### src/rtl/mmio_fabric_if.sv
`default_nettype none
// ----------------------------------------------------------------------------
// mmio_fabric_if: core-side MMIO bus plus shared fabric-to-peripheral bundle.
// Revision 1.0
// ----------------------------------------------------------------------------
interface mmio_fabric_if #(
  parameter int NUM_CH   = 5,
  parameter int WIN_LOG2 = 12
);
  logic                   valid;
  logic [31:0]            addr;
  logic [31:0]            wdata;
  logic [3:0]             wstrb;
  logic                   we;
  logic [31:0]            rdata;
  logic                   ready;
  logic                   err;

  logic [NUM_CH-1:0]      s_valid;
  logic [WIN_LOG2-1:0]    s_addr;
  logic [31:0]            s_wdata;
  logic [3:0]             s_wstrb;
  logic                   s_we;
  logic [NUM_CH*32-1:0]   s_rdata;
  logic [NUM_CH-1:0]      s_ready;

  modport master (
    output valid, addr, wdata, wstrb, we,
    input  rdata, ready, err
  );

  modport slave (
    input  valid, addr, wdata, wstrb, we,
    output rdata, ready, err,
    output s_valid, s_addr, s_wdata, s_wstrb, s_we,
    input  s_rdata, s_ready
  );

  modport periph (
    input  s_valid, s_addr, s_wdata, s_wstrb, s_we,
    output s_rdata, s_ready
  );
endinterface
`default_nettype wire

### src/rtl/mmio_fabric.sv
`default_nettype none
// ----------------------------------------------------------------------------
// mmio_fabric: windowed MMIO interconnect with timeout and error counting.
// Revision 1.0
// ----------------------------------------------------------------------------
module mmio_fabric #(
  parameter int unsigned NUM_CH    = 5,
  parameter logic [31:0] BASE_ADDR = 32'h4000_0000,
  parameter int unsigned WIN_LOG2  = 12,
  parameter int unsigned TIMEOUT   = 255,
  parameter logic [31:0] ERR_RDATA = 32'hDEAD_BEEF
) (
  input  logic         clk,
  input  logic         rst,
  mmio_fabric_if.slave bus,
  output logic [15:0]  err_cnt
);
  localparam int unsigned CH_W  = (NUM_CH > 1) ? $clog2(NUM_CH) : 1;
  localparam int unsigned IDX_W = 32 - WIN_LOG2;

  typedef enum logic [1:0] {
    IDLE = 2'd0,
    REQ  = 2'd1,
    WAIT = 2'd2,
    RESP = 2'd3
  } state_t;

  state_t              state;
  state_t              state_nxt;

  logic [IDX_W-1:0]    w_idx;
  logic                w_hit;
  logic                w_nop;
  logic                w_sel_ready;
  logic [31:0]         w_sel_rdata;
  logic                w_resp_err;
  logic [31:0]         w_resp_rdata;

  logic [CH_W-1:0]     r_ch;
  logic                r_miss;
  logic                r_nop;
  logic [15:0]         r_cnt;
  logic [NUM_CH-1:0]   r_s_valid;
  logic [WIN_LOG2-1:0] r_s_addr;
  logic [31:0]         r_s_wdata;
  logic [3:0]          r_s_wstrb;
  logic                r_s_we;
  logic                r_ready;
  logic                r_err;
  logic [31:0]         r_rdata;

  assign w_idx = bus.addr[31:WIN_LOG2] - BASE_ADDR[31:WIN_LOG2];
  assign w_hit = (bus.addr >= BASE_ADDR) && (w_idx < IDX_W'(NUM_CH));
  assign w_nop = bus.we && (bus.wstrb == 4'b0000);

  always_comb begin
    w_sel_ready = 1'b0;
    w_sel_rdata = '0;
    for (int i = 0; i < NUM_CH; i++) begin
      if (r_ch == CH_W'(i)) begin
        w_sel_ready = bus.s_ready[i];
        w_sel_rdata = bus.s_rdata[32*i +: 32];
      end
    end
  end

  // Decode outcome is registered in IDLE and resolved in REQ, so misses and
  // zero-strobe writes never raise s_valid and still respond two cycles later.
  always_comb begin
    state_nxt    = state;
    w_resp_err   = 1'b0;
    w_resp_rdata = '0;
    case (state)
      IDLE: begin
        if (bus.valid) state_nxt = REQ;
      end
      REQ: begin
        if (r_miss || r_nop) begin
          state_nxt    = RESP;
          w_resp_err   = r_miss;
          w_resp_rdata = r_miss ? ERR_RDATA : 32'h0;
        end else if (w_sel_ready) begin
          state_nxt    = RESP;
          w_resp_rdata = r_s_we ? 32'h0 : w_sel_rdata;
        end else begin
          state_nxt = WAIT;
        end
      end
      WAIT: begin
        if (w_sel_ready) begin
          state_nxt    = RESP;
          w_resp_rdata = r_s_we ? 32'h0 : w_sel_rdata;
        end else if (r_cnt == 16'(TIMEOUT)) begin
          state_nxt    = RESP;
          w_resp_err   = 1'b1;
          w_resp_rdata = ERR_RDATA;
        end
      end
      RESP: begin
        state_nxt = IDLE;
      end
      default: begin
        state_nxt = IDLE;
      end
    endcase
  end

  always_ff @(posedge clk or negedge rst) begin
    if (!rst) begin
      state     <= IDLE;
      r_ch      <= '0;
      r_miss    <= 1'b0;
      r_nop     <= 1'b0;
      r_cnt     <= '0;
      r_s_valid <= '0;
      r_s_addr  <= '0;
      r_s_wdata <= '0;
      r_s_wstrb <= '0;
      r_s_we    <= 1'b0;
      r_ready   <= 1'b0;
      r_err     <= 1'b0;
      r_rdata   <= '0;
      err_cnt   <= '0;
    end else begin
      state     <= state_nxt;
      r_s_valid <= '0;
      r_ready   <= (state_nxt == RESP);
      r_err     <= w_resp_err;
      r_rdata   <= w_resp_rdata;

      if (w_resp_err && (err_cnt != 16'hFFFF)) err_cnt <= err_cnt + 16'd1;

      if ((state == IDLE) && bus.valid) begin
        r_s_addr  <= bus.addr[WIN_LOG2-1:0];
        r_s_wdata <= bus.wdata;
        r_s_wstrb <= bus.wstrb;
        r_s_we    <= bus.we;
        r_ch      <= w_idx[CH_W-1:0];
        r_miss    <= !w_hit;
        r_nop     <= w_hit && w_nop;
        if (w_hit && !w_nop) r_s_valid <= NUM_CH'(1) << w_idx[CH_W-1:0];
      end

      if (state == REQ) r_cnt <= '0;
      else if (state == WAIT) r_cnt <= r_cnt + 16'd1;
    end
  end

  assign bus.ready   = r_ready;
  assign bus.err     = r_err;
  assign bus.rdata   = r_rdata;
  assign bus.s_valid = r_s_valid;
  assign bus.s_addr  = r_s_addr;
  assign bus.s_wdata = r_s_wdata;
  assign bus.s_wstrb = r_s_wstrb;
  assign bus.s_we    = r_s_we;
endmodule
`default_nettype wire

### src/flat_wrapper.sv
// flat-port wrapper written by rule: the top's interface ports become plain ports
module mmio_fabric_flat 
#(
  parameter int unsigned NUM_CH    = 5,
  parameter logic [31:0] BASE_ADDR = 32'h4000_0000,
  parameter int unsigned WIN_LOG2  = 12,
  parameter int unsigned TIMEOUT   = 255,
  parameter logic [31:0] ERR_RDATA = 32'hDEAD_BEEF
)
  (clk, rst, err_cnt, bus_valid, bus_addr, bus_wdata, bus_wstrb, bus_we, bus_rdata, bus_ready, bus_err, bus_s_valid, bus_s_addr, bus_s_wdata, bus_s_wstrb, bus_s_we, bus_s_rdata, bus_s_ready);
  mmio_fabric_if #(.NUM_CH(NUM_CH), .WIN_LOG2(WIN_LOG2)) bus_i ();
  input  logic clk;
  input  logic rst;
  output logic [15:0] err_cnt;
  input wire logic [$bits(bus_i.valid)-1:0] bus_valid;
  input wire logic [$bits(bus_i.addr)-1:0] bus_addr;
  input wire logic [$bits(bus_i.wdata)-1:0] bus_wdata;
  input wire logic [$bits(bus_i.wstrb)-1:0] bus_wstrb;
  input wire logic [$bits(bus_i.we)-1:0] bus_we;
  output wire logic [$bits(bus_i.rdata)-1:0] bus_rdata;
  output wire logic [$bits(bus_i.ready)-1:0] bus_ready;
  output wire logic [$bits(bus_i.err)-1:0] bus_err;
  output wire logic [$bits(bus_i.s_valid)-1:0] bus_s_valid;
  output wire logic [$bits(bus_i.s_addr)-1:0] bus_s_addr;
  output wire logic [$bits(bus_i.s_wdata)-1:0] bus_s_wdata;
  output wire logic [$bits(bus_i.s_wstrb)-1:0] bus_s_wstrb;
  output wire logic [$bits(bus_i.s_we)-1:0] bus_s_we;
  input wire logic [$bits(bus_i.s_rdata)-1:0] bus_s_rdata;
  input wire logic [$bits(bus_i.s_ready)-1:0] bus_s_ready;
  assign bus_i.valid = bus_valid;
  assign bus_i.addr = bus_addr;
  assign bus_i.wdata = bus_wdata;
  assign bus_i.wstrb = bus_wstrb;
  assign bus_i.we = bus_we;
  assign bus_rdata = bus_i.rdata;
  assign bus_ready = bus_i.ready;
  assign bus_err = bus_i.err;
  assign bus_s_valid = bus_i.s_valid;
  assign bus_s_addr = bus_i.s_addr;
  assign bus_s_wdata = bus_i.s_wdata;
  assign bus_s_wstrb = bus_i.s_wstrb;
  assign bus_s_we = bus_i.s_we;
  assign bus_i.s_rdata = bus_s_rdata;
  assign bus_i.s_ready = bus_s_ready;
  mmio_fabric #(.NUM_CH(NUM_CH), .BASE_ADDR(BASE_ADDR), .WIN_LOG2(WIN_LOG2), .TIMEOUT(TIMEOUT), .ERR_RDATA(ERR_RDATA)) u_core (.clk(clk), .rst(rst), .bus(bus_i), .err_cnt(err_cnt));
endmodule
### config.mk
export PLATFORM = sky130hd
export DESIGN_NAME = mmio_fabric_flat
export DESIGN_NICKNAME = d
export VERILOG_FILES = /design/src/rtl/mmio_fabric_if.sv /design/src/rtl/mmio_fabric.sv /design/src/flat_wrapper.sv
export SDC_FILE = /design/constraint.sdc
export NUM_CORES = 1
export LEC_CHECK = 0
export CAP_MARGIN = 20
export CORE_MARGIN = 2
export CORE_UTILIZATION = 28
export DETAILED_ROUTE_END_ITERATION = 8
export HOLD_SLACK_MARGIN = 0.03
export PLACE_DENSITY = 0.61
export SYNTH_ARGS = -nofsm -noshare
export SYNTH_HDL_FRONTEND = slang
export SYNTH_SLANG_ARGS = --single-unit
export TNS_END_PERCENT = 20
### constraint.sdc
create_clock -name clk -period 2 [get_ports clk]
set_input_delay 0.5 -clock clk [delete_from_list [all_inputs] [get_ports clk]]
set_output_delay 0.5 -clock clk [all_outputs]
set_load 0.01 [all_outputs]
# Word-level counts from Yosys, hierarchy flattened

Cells that the tools add are included.
Widths: inputs -> output; s select.

Input bits: 237
Output and inout bits: 104
Flip-flop bits (word level): 127

Shift-type cells: 1
Eq/ne operators: 10
Muxes and demuxes: 31
Reduce and logical (&&, ||, !) cells: 13
$add $sub $neg: 3
$lt $le $gt $ge: 2

Operators by type and width:

| operator               | number |
|---|---|
| $mux 32                | 11 |
| $pmux 32 s2            | 1 |
| $add 16x1->16 const B  | 2 |
| $ge 32x31->1 const B   | 1 |
| $mux 16                | 2 |
| $lt 20x3->1 const B    | 1 |
| $sub 20x19->20 const B | 1 |
| $eq 16x8->1 const B    | 1 |
| $ne 16x16->1 const B   | 1 |
| $mux 5                 | 2 |
| $mux 1                 | 9 |
| $mux 2                 | 4 |
| $pmux 2 s4             | 1 |
| $eq 2x2->1 const B     | 3 |
| $eq 3x2->1 const B     | 2 |
| $logic_and 1x1->1      | 6 |
| $shl 1x3->5 const A    | 1 |
| $logic_not 4->1        | 1 |
| $eq 3x1->1 const B     | 1 |
| $eq 3x3->1 const B     | 1 |
| $logic_not 3->1        | 1 |
| $eq 2x1->1 const B     | 1 |
| $logic_not 1->1        | 2 |
| $logic_not 2->1        | 1 |
| 3 further kinds        | 3 |

# Logic depth before layout (Yosys ltp)

Gate-level depths: netlist of run 1.

Depth after elaboration: 10
Depth in mapped cells: 9
Mapped depth without buffers: 8

# Worst setup path before layout of run 1

OpenSTA, ideal clock, no wires.

Path type: reg2reg
Start point: register u_core.state[0]
End point: register u_core.err_cnt[12]
Path buffers: 1
Data arrival time: 1.920 ns
Stages on the path, launching flop included: 8
Setup time: 0.125 ns
Path slack: -0.045 ns
Clock period less this slack: 2.045 ns
Data required time: 1.875 ns
Cell sequence: dfrtp_1 -> inv_1 -> ha_1 -> clkbuf_1 -> inv_1 -> o31a_2 -> nor3_2 -> mux2_2

Cells in the longest elaborated chain, start to end: 3
Elaborated cells between the ends (all ways): 4
Classes of those cells: eq/ne (2); mux (1); reduce/logical (1)

Ends and longest elaborated chain:

| what                                     | line               | RTL |
|---|---|---|
| start, declared                          | mmio_fabric.sv:28  | `state_t state;` |
| start signal, assigned                   | mmio_fabric.sv:125 | `state <= state_nxt;` |
| $eq 2x2->1 or $eq 2x1->1 (tied branches) | mmio_fabric.sv:73  | `case (state)` |
| $pmux 1 s2 (*)                           | mmio_fabric.sv:73  |  |
| $logic_and 1x1->1 (*)                    | mmio_fabric.sv:131 | `if (w_resp_err && (err_cnt != 16'hFFFF)) err_cnt <= err_cnt + 16'd1;` |
| end signal, assigned                     | mmio_fabric.sv:131 |  |
| end, declared                            | mmio_fabric.sv:16  | `output logic [15:0] err_cnt` |

Mark *: on every way between the ends. The rest lies on a longest branch, timed or not.
A chain may end at the register's enable or synchronous reset.

# Final worst setup path of run 1

Start point: register u_core.r_cnt[0]
End point: register u_core.err_cnt[12]

Cells in the longest elaborated chain, start to end: 5

Ends and longest elaborated chain:

| what                   | line               | RTL |
|---|---|---|
| start, declared        | mmio_fabric.sv:42  | `logic [15:0] r_cnt;` |
| start signal, assigned | mmio_fabric.sv:145 | `else if (state == WAIT) r_cnt <= r_cnt + 16'd1;` |
| $eq 16x8->1            | mmio_fabric.sv:93  | `end else if (r_cnt == 16'(TIMEOUT)) begin` |
| $mux 1                 | mmio_fabric.sv:93  |  |
| $mux 1                 | mmio_fabric.sv:90  | `if (w_sel_ready) begin` |
| $pmux 1 s2             | mmio_fabric.sv:73  |  |
| $logic_and 1x1->1      | mmio_fabric.sv:131 |  |

Every way passes these cells.

==> flow_summary_export.csv, run 1 <==
group,metric,value,unit
critical_path,cp.required,2300,ps
placement,placed_area,10500,µm²
floorplan,die_area,23400,µm²
layout,syn_to_final_growth,81.1,%
global_routing,grt_pass1_vias,5865,
power_and_ir_drop,p_leak,0.00484,µW
critical_path,critPathCaptureType,"flop",
route,wl,23400,µm
route,viasPerCell,4.78,
sta,setup_viol_count_final,15,
cts,root_buffer,"clkbuf_16",
run,max_cap_violations,0,
critical_path,rrSetupSlack,-120,ps
sta,maxSlewViolCount,0,
floorplan,initial_core_util,28.5,%
cts,max-clock-path-buffers,2,
synthesis,syn_avg_cell_area,12.9,µm²
layout,drive_gt1_share,26.0,%
critical_path,critPathKind,"flop to flop",
route,drc,0,
global_routing,grt_use_total,20.0,%
cts,cts-buffers-inserted,17,
placement,gp_congestion,0.819,
critical_path,r2r-end,"u_core.err_cnt[12]$_DFFE_PN0P_",
run_status,violations,"negative setup slack",
sta,setup_tns,-1000,ps
synthesis,synthTopCellsByArea,"dfrtp_1 (51%), mux4_2 (12%), mux2_2 (10%)",
power_and_ir_drop,p_total,13600,µW
layout,antenna_cells,0,
placement,port-buffer-count,340,
global_routing,grt_max_degree,47,
sta,rsz0062_at_grt,"true",
floorplan,rows,54,
placement,hpwl,18500,µm
synthesis,synth-seq-cells,127,
layout,n_fill_cell,1925,
synthesis,synth_most_common_cell,"dfrtp_1",
synthesis,yosysUniqueCellTypes,53,
synthesis,ys_seq_area_share,51.2,%
layout,ff_latch_area,3180,µm²
layout,nNetsFinal,1136,
critical_path,worstSetupStartpointType,"flop",
power_and_ir_drop,ir_worst_vdd,0.000600,V
synthesis,synth_edf_count,0,
global_routing,grt_pass1_wl,35300,µm
synthesis,synthesis.instances,483,
cts,cts.hold.buffers_added,0,
cts,cts_tree,"yes",
critical_path,rr_worst_depth,7,
cts,cts_sinks,127,
synthesis,synthArstFlopShare,100,%
route,detail_route.iter0.violations,288,
synthesis,yosys-top-cells-count,"dfrtp_1 (127), mux2_2 (55), a22oi_1 (32), mux4_2 (32), nor2_1 (31)",
critical_path,worstPathCellList,"ha_2, nor4b_4, nand4_1, buf_4, o31a_4, nor3_2, mux2_4",
floorplan,core_area,21800,µm²
synthesis,synth_top_area_share,51.2,%
synthesis,yosys_warnings,0,
sta,clock_skew,20.0,ps
route,ant_nets,0,
critical_path,crit_slowest_cell,"dfrtp_1",
min_path,worstHoldPathType,"input pin to async pin",
cts,path_clk_slew,60,ps
power_and_ir_drop,power_density,1210,nW/µm²
synthesis,syn_area,6210,µm²
sta,fin_crit_sh,106,%
sta,fin_crit,2120,ps
layout,stdcell_area,11200,µm²
synthesis,yosysTopAreaCell,"dfrtp_1",
floorplan,die_w,153,µm
sta,holdWs,35.7,ps
route,firstDrtPassIters,4,
floorplan,die_h,153,µm
sta,setup_ws,-122,ps
cts,clock_latency,420,ps
sta,finalHoldViolations,0,
global_routing,antenna_found_initial,0,
run_status,status,"finished with violations",
critical_path,rr_startpoint,"u_core.r_cnt[0]$_DFFE_PN0P_",
synthesis,synthFlopType,"dfrtp_1",
sta,fmax,471,MHz
route,vias,5666,
sta,tightest_slew,501,ps
critical_path,crit_fanout,3,
sta,max-slew-margin-rel,66.6,%
floorplan,io_pins,341,
synthesis,synth_fp_nets,726,
route,wl_per_cell,19.7,µm
critical_path,cpPeakStageDelay,360,ps
global_routing,grt_overflow,0,
cts,h-tree-depth,4,
critical_path,crit_arrival,2420,ps
layout,multiInputGateArea,3050,µm²
==> where the power goes <==
group | leakage [µW] | internal (µW) | switching (µW)
Clock | 0.000269 | 1750 | 1300
Sequential | 0.00162 | 3400 | 424
Combinational | 0.00295 | 3840 | 2930
==> worst max-delay path, delay by kind of cell (launching register included) <==
| family | cells | cell delay, ps |
|---|---|---|
| AOI/OAI and AO/OA | 1 | 280 |
| adders and majority gates | 1 | 190 |
| buffers and inverters | 1 | 200 |
| DFF | 1 | 360 |
| muxes | 1 | 310 |
| and+or+nand+nor | 3 | 650 |
==> state kept, by name, summed over array words and instances, names as in the netlist, 2 cells and up <==
register,count
u_core.bus.rdata,32
u_core.bus.s_wdata,32
u_core.err_cnt,16
u_core.r_cnt,16
u_core.bus.s_addr,12
u_core.bus.s_valid,5
u_core.bus.s_wstrb,4
u_core.r_ch,3
u_core.state,2
==> repair_timing <==
action	4_1_cts	5_1_grt
pin swaps	12	14
setup endpoints to repair	21	57
buffers inserted	3	3
resized for setup	15	27
==> stage by stage <==
| stage | std cells | utilization, % | worst slack (ps) |
|---|---|---|---|
| floorplan | 483 | - | 0.691 |
| global route | 1186 | 51.5 | -245 |
| detailed placement | 1148 | 47.9 | -450 |
| global placement | 1148 | 47.9 | -435 |
| CTS | 1183 | 50.9 | -142 |
| finish | 1186 | 51.5 | -122 |
==> final cells by class <==
type                       count  share of cell area (%)
timing repair buffer         418                    36.2
sequential                   127                    28.3
multi-input combinational    322                    27.1
clock buffer                  18                    3.81
tap                          280                    3.11
clock inverter                14                    1.28
inverter                       7                   0.234
==> cells in the final DEF (no fill, tap or decap), types with 4 or more instances in the layout <==
cell             Yosys  final
clkdlybuf4s50_1      0    330
dfrtp_1            127    124
buf_4                1     70
mux2_2              55     54
mux4_2              32     32
a22oi_1             32     31
nor2_1              31     29
o21ai_0             29     28
nand2_1             18     17
clkbuf_16            0     17
nand3_1             16     16
xor2_1              15     15
a21oi_1              9      9
nand4_1              7      7
inv_6                0      7
dlymetal6s2s_1       0      7
inv_1                6      5
nor3_1               7      5
and2_1               5      5
xnor2_1              5      5
buf_6                0      5
and4_1               4      4
and3_4               1      4
clkinvlp_4           0      4
buf_12               0      4
==> kinds of logic (layout without fill, tap and decap cells) <==
family	Yosys count	count (layout)	synth area share, %
DFF	127	127	51.2
and+or+nand+nor	122	122	11.5
muxes	89	89	22.0
AOI/OAI and AO/OA	84	84	8.90
buffers and inverters	34	457	2.20
xor gates and xnor gates	21	21	3.08
adders and majority gates	6	6	1.21
==> layer usage <==
metal | vias to the layer above | routed length (µm) | GRT usage [%]
li1 | 2650 | - | -
met1 | 2746 | 9940 | 25.9
met2 | 250 | 11200 | 32.3
met3 | 20 | 1950 | 6.80
met4 | 0 | 321 | 4.81
met5 | - | 0 | 0
==> how the worst max path moves through the flow <==
| stage | start | slack (ps) | to | depth (start not counted) |
|---|---|---|---|---|
| 2_1_floorplan | u_core.state[0]$_DFF_PN0_ | 0.7 | u_core.err_cnt[11]$_DFFE_PN0P_ | 8 |
| 3_3_place_gp | bus_s_ready[3] | -440 | u_core.err_cnt[12]$_DFFE_PN0P_ | 7 |
| 5_1_grt | u_core.state[0]$_DFF_PN0_ | -240 | u_core.err_cnt[10]$_DFFE_PN0P_ | 9 |
| 3_5_place_dp | bus_s_ready[3] | -450 | u_core.err_cnt[12]$_DFFE_PN0P_ | 7 |
| 6_report | u_core.r_cnt[0]$_DFFE_PN0P_ | -120 | u_core.err_cnt[12]$_DFFE_PN0P_ | 7 |
| 4_1_cts | u_core.r_cnt[0]$_DFFE_PN0P_ | -140 | u_core.err_cnt[10]$_DFFE_PN0P_ | 8 |
Note: power is estimated with default switching activity, not from simulation.
==> run 2: changes to the inputs <==
--- a/config.mk
+++ b/config.mk
@@ -5,7 +5,7 @@
 export SDC_FILE = /design/constraint.sdc
 export NUM_CORES = 1
 export LEC_CHECK = 0
-export CAP_MARGIN = 20
+export CAP_MARGIN = 15
 export CORE_MARGIN = 2
 export CORE_UTILIZATION = 28
 export DETAILED_ROUTE_END_ITERATION = 8
==> results of run 2 <==
Same layout as run 1: the final DEF is identical, and so are final timing and power.
==> run 3: changes to the inputs <==
--- a/config.mk
+++ b/config.mk
@@ -7,10 +7,10 @@
 export LEC_CHECK = 0
 export CAP_MARGIN = 15
 export CORE_MARGIN = 2
-export CORE_UTILIZATION = 28
+export CORE_UTILIZATION = 36
 export DETAILED_ROUTE_END_ITERATION = 8
 export HOLD_SLACK_MARGIN = 0.03
-export PLACE_DENSITY = 0.61
+export PLACE_DENSITY = 0.75
 export SYNTH_ARGS = -nofsm -noshare
 export SYNTH_HDL_FRONTEND = slang
 export SYNTH_SLANG_ARGS = --single-unit
==> constraint.sdc (replaced) <==
create_clock -name clk -period 2 [get_ports clk]
set_input_delay 0.5 -clock clk [delete_from_list [all_inputs] [get_ports clk]]
set_output_delay 0.5 -clock clk [all_outputs]
set_load 0.005 [all_outputs]
==> run 3 against run 2 <==
  * The run still ends with negative setup slack left
  * Critical path depth stayed put
  * Maximum frequency is 1.1% higher
  * Die area is 22% lower
  * Combinational power is 2% lower
  * Final area is 0.10% higher
  * Non-clock buffer count is 2 higher
  * Largest cell class unchanged
==> flow_summary_export.csv, run 3 (synthesis gave the netlist of run 1 again) <==
group,metric,value,unit
route,vias,5870,
run,max_cap_violations,0,
cts,path_clk_slew,60,ps
power_and_ir_drop,p_leak,0.00476,µW
layout,antenna_cells,0,
layout,n_fill_cell,1285,
sta,setup_viol_count_final,13,
critical_path,crit_buf_inv,0,
critical_path,critical-path-top-delay-family,"simple AND/OR/NAND/NOR gates",
global_routing,grt_max_degree,55,
route,wl,22700,µm
global_routing,grt_use_total,24.4,%
critical_path,crit_fanout,5,
run_status,violations,"negative setup slack",
global_routing,antenna_found_initial,1,
critical_path,rr_startpoint,"u_core.r_cnt[1]$_DFFE_PN0P_",
sta,rsz0062_at_grt,"true",
critical_path,r2r-end,"u_core.err_cnt[11]$_DFFE_PN0P_",
critical_path,crit_arrival,2440,ps
floorplan,die_w,135,µm
route,ant_nets,0,
route,viasPerCell,5.18,
floorplan,die_area,18300,µm²
layout,drive_gt1_share,26.2,%
min_path,hold_end,"u_core.bus.s_wdata[27]$_DFFE_PN0P_",
sta,max-slew-margin-rel,64.9,%
sta,clock_skew,7.70,ps
cts,cts-buffers-inserted,17,
layout,final_util,66.0,%
cts,cts_tree,"yes",
critical_path,rr_worst_depth,7,
cts,cts_sinks,127,
global_routing,grt_pass1_wl,33700,µm
route,drc,0,
critical_path,cpPeakStageDelay,400,ps
layout,syn_to_final_growth,81.3,%
cts,root_buffer,"clkbuf_16",
critical_path,critPathKind,"flop to flop",
sta,fin_crit,2100,ps
route,detail_route.iter0.violations,370,
critical_path,cp.required,2340,ps
global_routing,grt_overflow,0,
sta,tightest_slew,526,ps
critical_path,worstPathCellList,"ha_2, nor4b_4, nand4_1, a221oi_2, and3_4, and4_4, xor2_2",
layout,layout_commonest_cell,"clkdlybuf4s50_1",
min_path,worstHoldPathType,"flop to flop",
power_and_ir_drop,power_density,1230,nW/µm²
layout,nNetsFinal,1138,
critical_path,critPathCaptureType,"flop",
cts,max-clock-path-buffers,2,
floorplan,die_h,135,µm
sta,fmax,477,MHz
critical_path,rrSetupSlack,-100,ps
route,wl_per_cell,20.0,µm
floorplan,io_pins,341,
cts,clock_latency,420,ps
floorplan,core_area,17100,µm²
sta,setup_ws,-97.9,ps
cts,h-tree-depth,4,
sta,fin_crit_sh,105,%
placement,hpwl,17900,µm
power_and_ir_drop,ir_worst_vdd,0.000825,V
route,firstDrtPassIters,5,
run_status,status,"finished with violations",
critical_path,crit_slowest_cell,"a221oi_2",
min_path,min_from,"u_core.bus.s_wdata[27]$_DFFE_PN0P_",
critical_path,startpoint,"u_core.r_cnt[1]$_DFFE_PN0P_",
layout,final_cell_mix,"clkdlybuf4s50_1 (339), dfrtp_1 (124), buf_4 (70), mux2_2 (54), mux4_2 (32)",
sta,maxSlewViolCount,0,
power_and_ir_drop,p_total,13800,µW
global_routing,grt_pass1_vias,6228,
critical_path,worstSetupStartpointType,"flop",
sta,finalHoldViolations,0,
placement,gp_congestion,0.836,
floorplan,rows,48,
floorplan,initial_core_util,36.4,%
min_path,holdPathStages,1,
placement,port-buffer-count,340,
==> run 3: how the worst max path moves through the flow <==
stage | slack, ps | to | depth (start not counted)
5_1_grt | -210 | u_core.err_cnt[10]$_DFFE_PN0P_ | 8
3_3_place_gp | -390 | u_core.err_cnt[13]$_DFFE_PN0P_ | 7
6_report | -100 | u_core.err_cnt[11]$_DFFE_PN0P_ | 7
2_1_floorplan | 0.8 | u_core.err_cnt[11]$_DFFE_PN0P_ | 8
3_5_place_dp | -420 | u_core.err_cnt[12]$_DFFE_PN0P_ | 7
4_1_cts | -100 | u_core.err_cnt[11]$_DFFE_PN0P_ | 7
==> run 3: metal layers <==
metal | up-vias | GRT usage [%] | routed length, µm
li1 | 2656 | - | -
met1 | 2860 | 29.6 | 8670
met2 | 317 | 41.2 | 11300
met3 | 35 | 8.68 | 2270
met4 | 2 | 7.18 | 458
met5 | - | 0 | 11
==> run 3: per-stage QoR <==
stage	setup TNS (ps)	worst slack [ps]	std cells	hold slack (ps)	area [µm²]
2_1_floorplan	0	0.778	483	204	6210
3_3_place_gp	-20950	-393	1093	465	10400
3_5_place_dp	-25710	-423	1093	483	10400
4_1_cts	-939	-100	1130	505	11200
5_1_grt	-2580	-207	1133	523	11300
6_report	-874	-97.9	1133	504	11300
==> run 3: report_power, final <==
group | switching [µW] | internal, µW | total, µW | leakage, µW
Sequential | 460 | 3400 | 3860 | 0.00162
Clock | 1200 | 2140 | 3340 | 0.000313
Combinational | 2680 | 3930 | 6610 | 0.00283
==> run 3: layout make-up <==
cell class | count | area, µm² | area share (%)
Multi-Input combinational cell | 322 | 3050 | 27.1
Sequential cell | 127 | 3180 | 28.3
Clock buffer | 18 | 439 | 3.90
Timing Repair Buffer | 420 | 4080 | 36.2
Inverter | 7 | 26.3 | 0.233
Tap cell | 225 | 282 | 2.50
Clock inverter | 14 | 205 | 1.82
==> run 3: timing repair <==
| item | CTS | global route |
|---|---|---|
| setup endpoints to repair | 12 | 44 |
| resized for setup | 17 | 16 |
| hold buffers | 1 | 0 |
| buffers inserted | 4 | 3 |
| pin swaps | 11 | 9 |
| endpoints found under the hold margin | 5 | 0 |
==> run 3: worst reg2reg max path, stage by stage, from the launching register on <==
cell	delay [ps]
dfrtp_1	350
ha_2	200
nor4b_4	220
nand4_1	220
a221oi_2	400
and3_4	290
and4_4	230
xor2_2	120
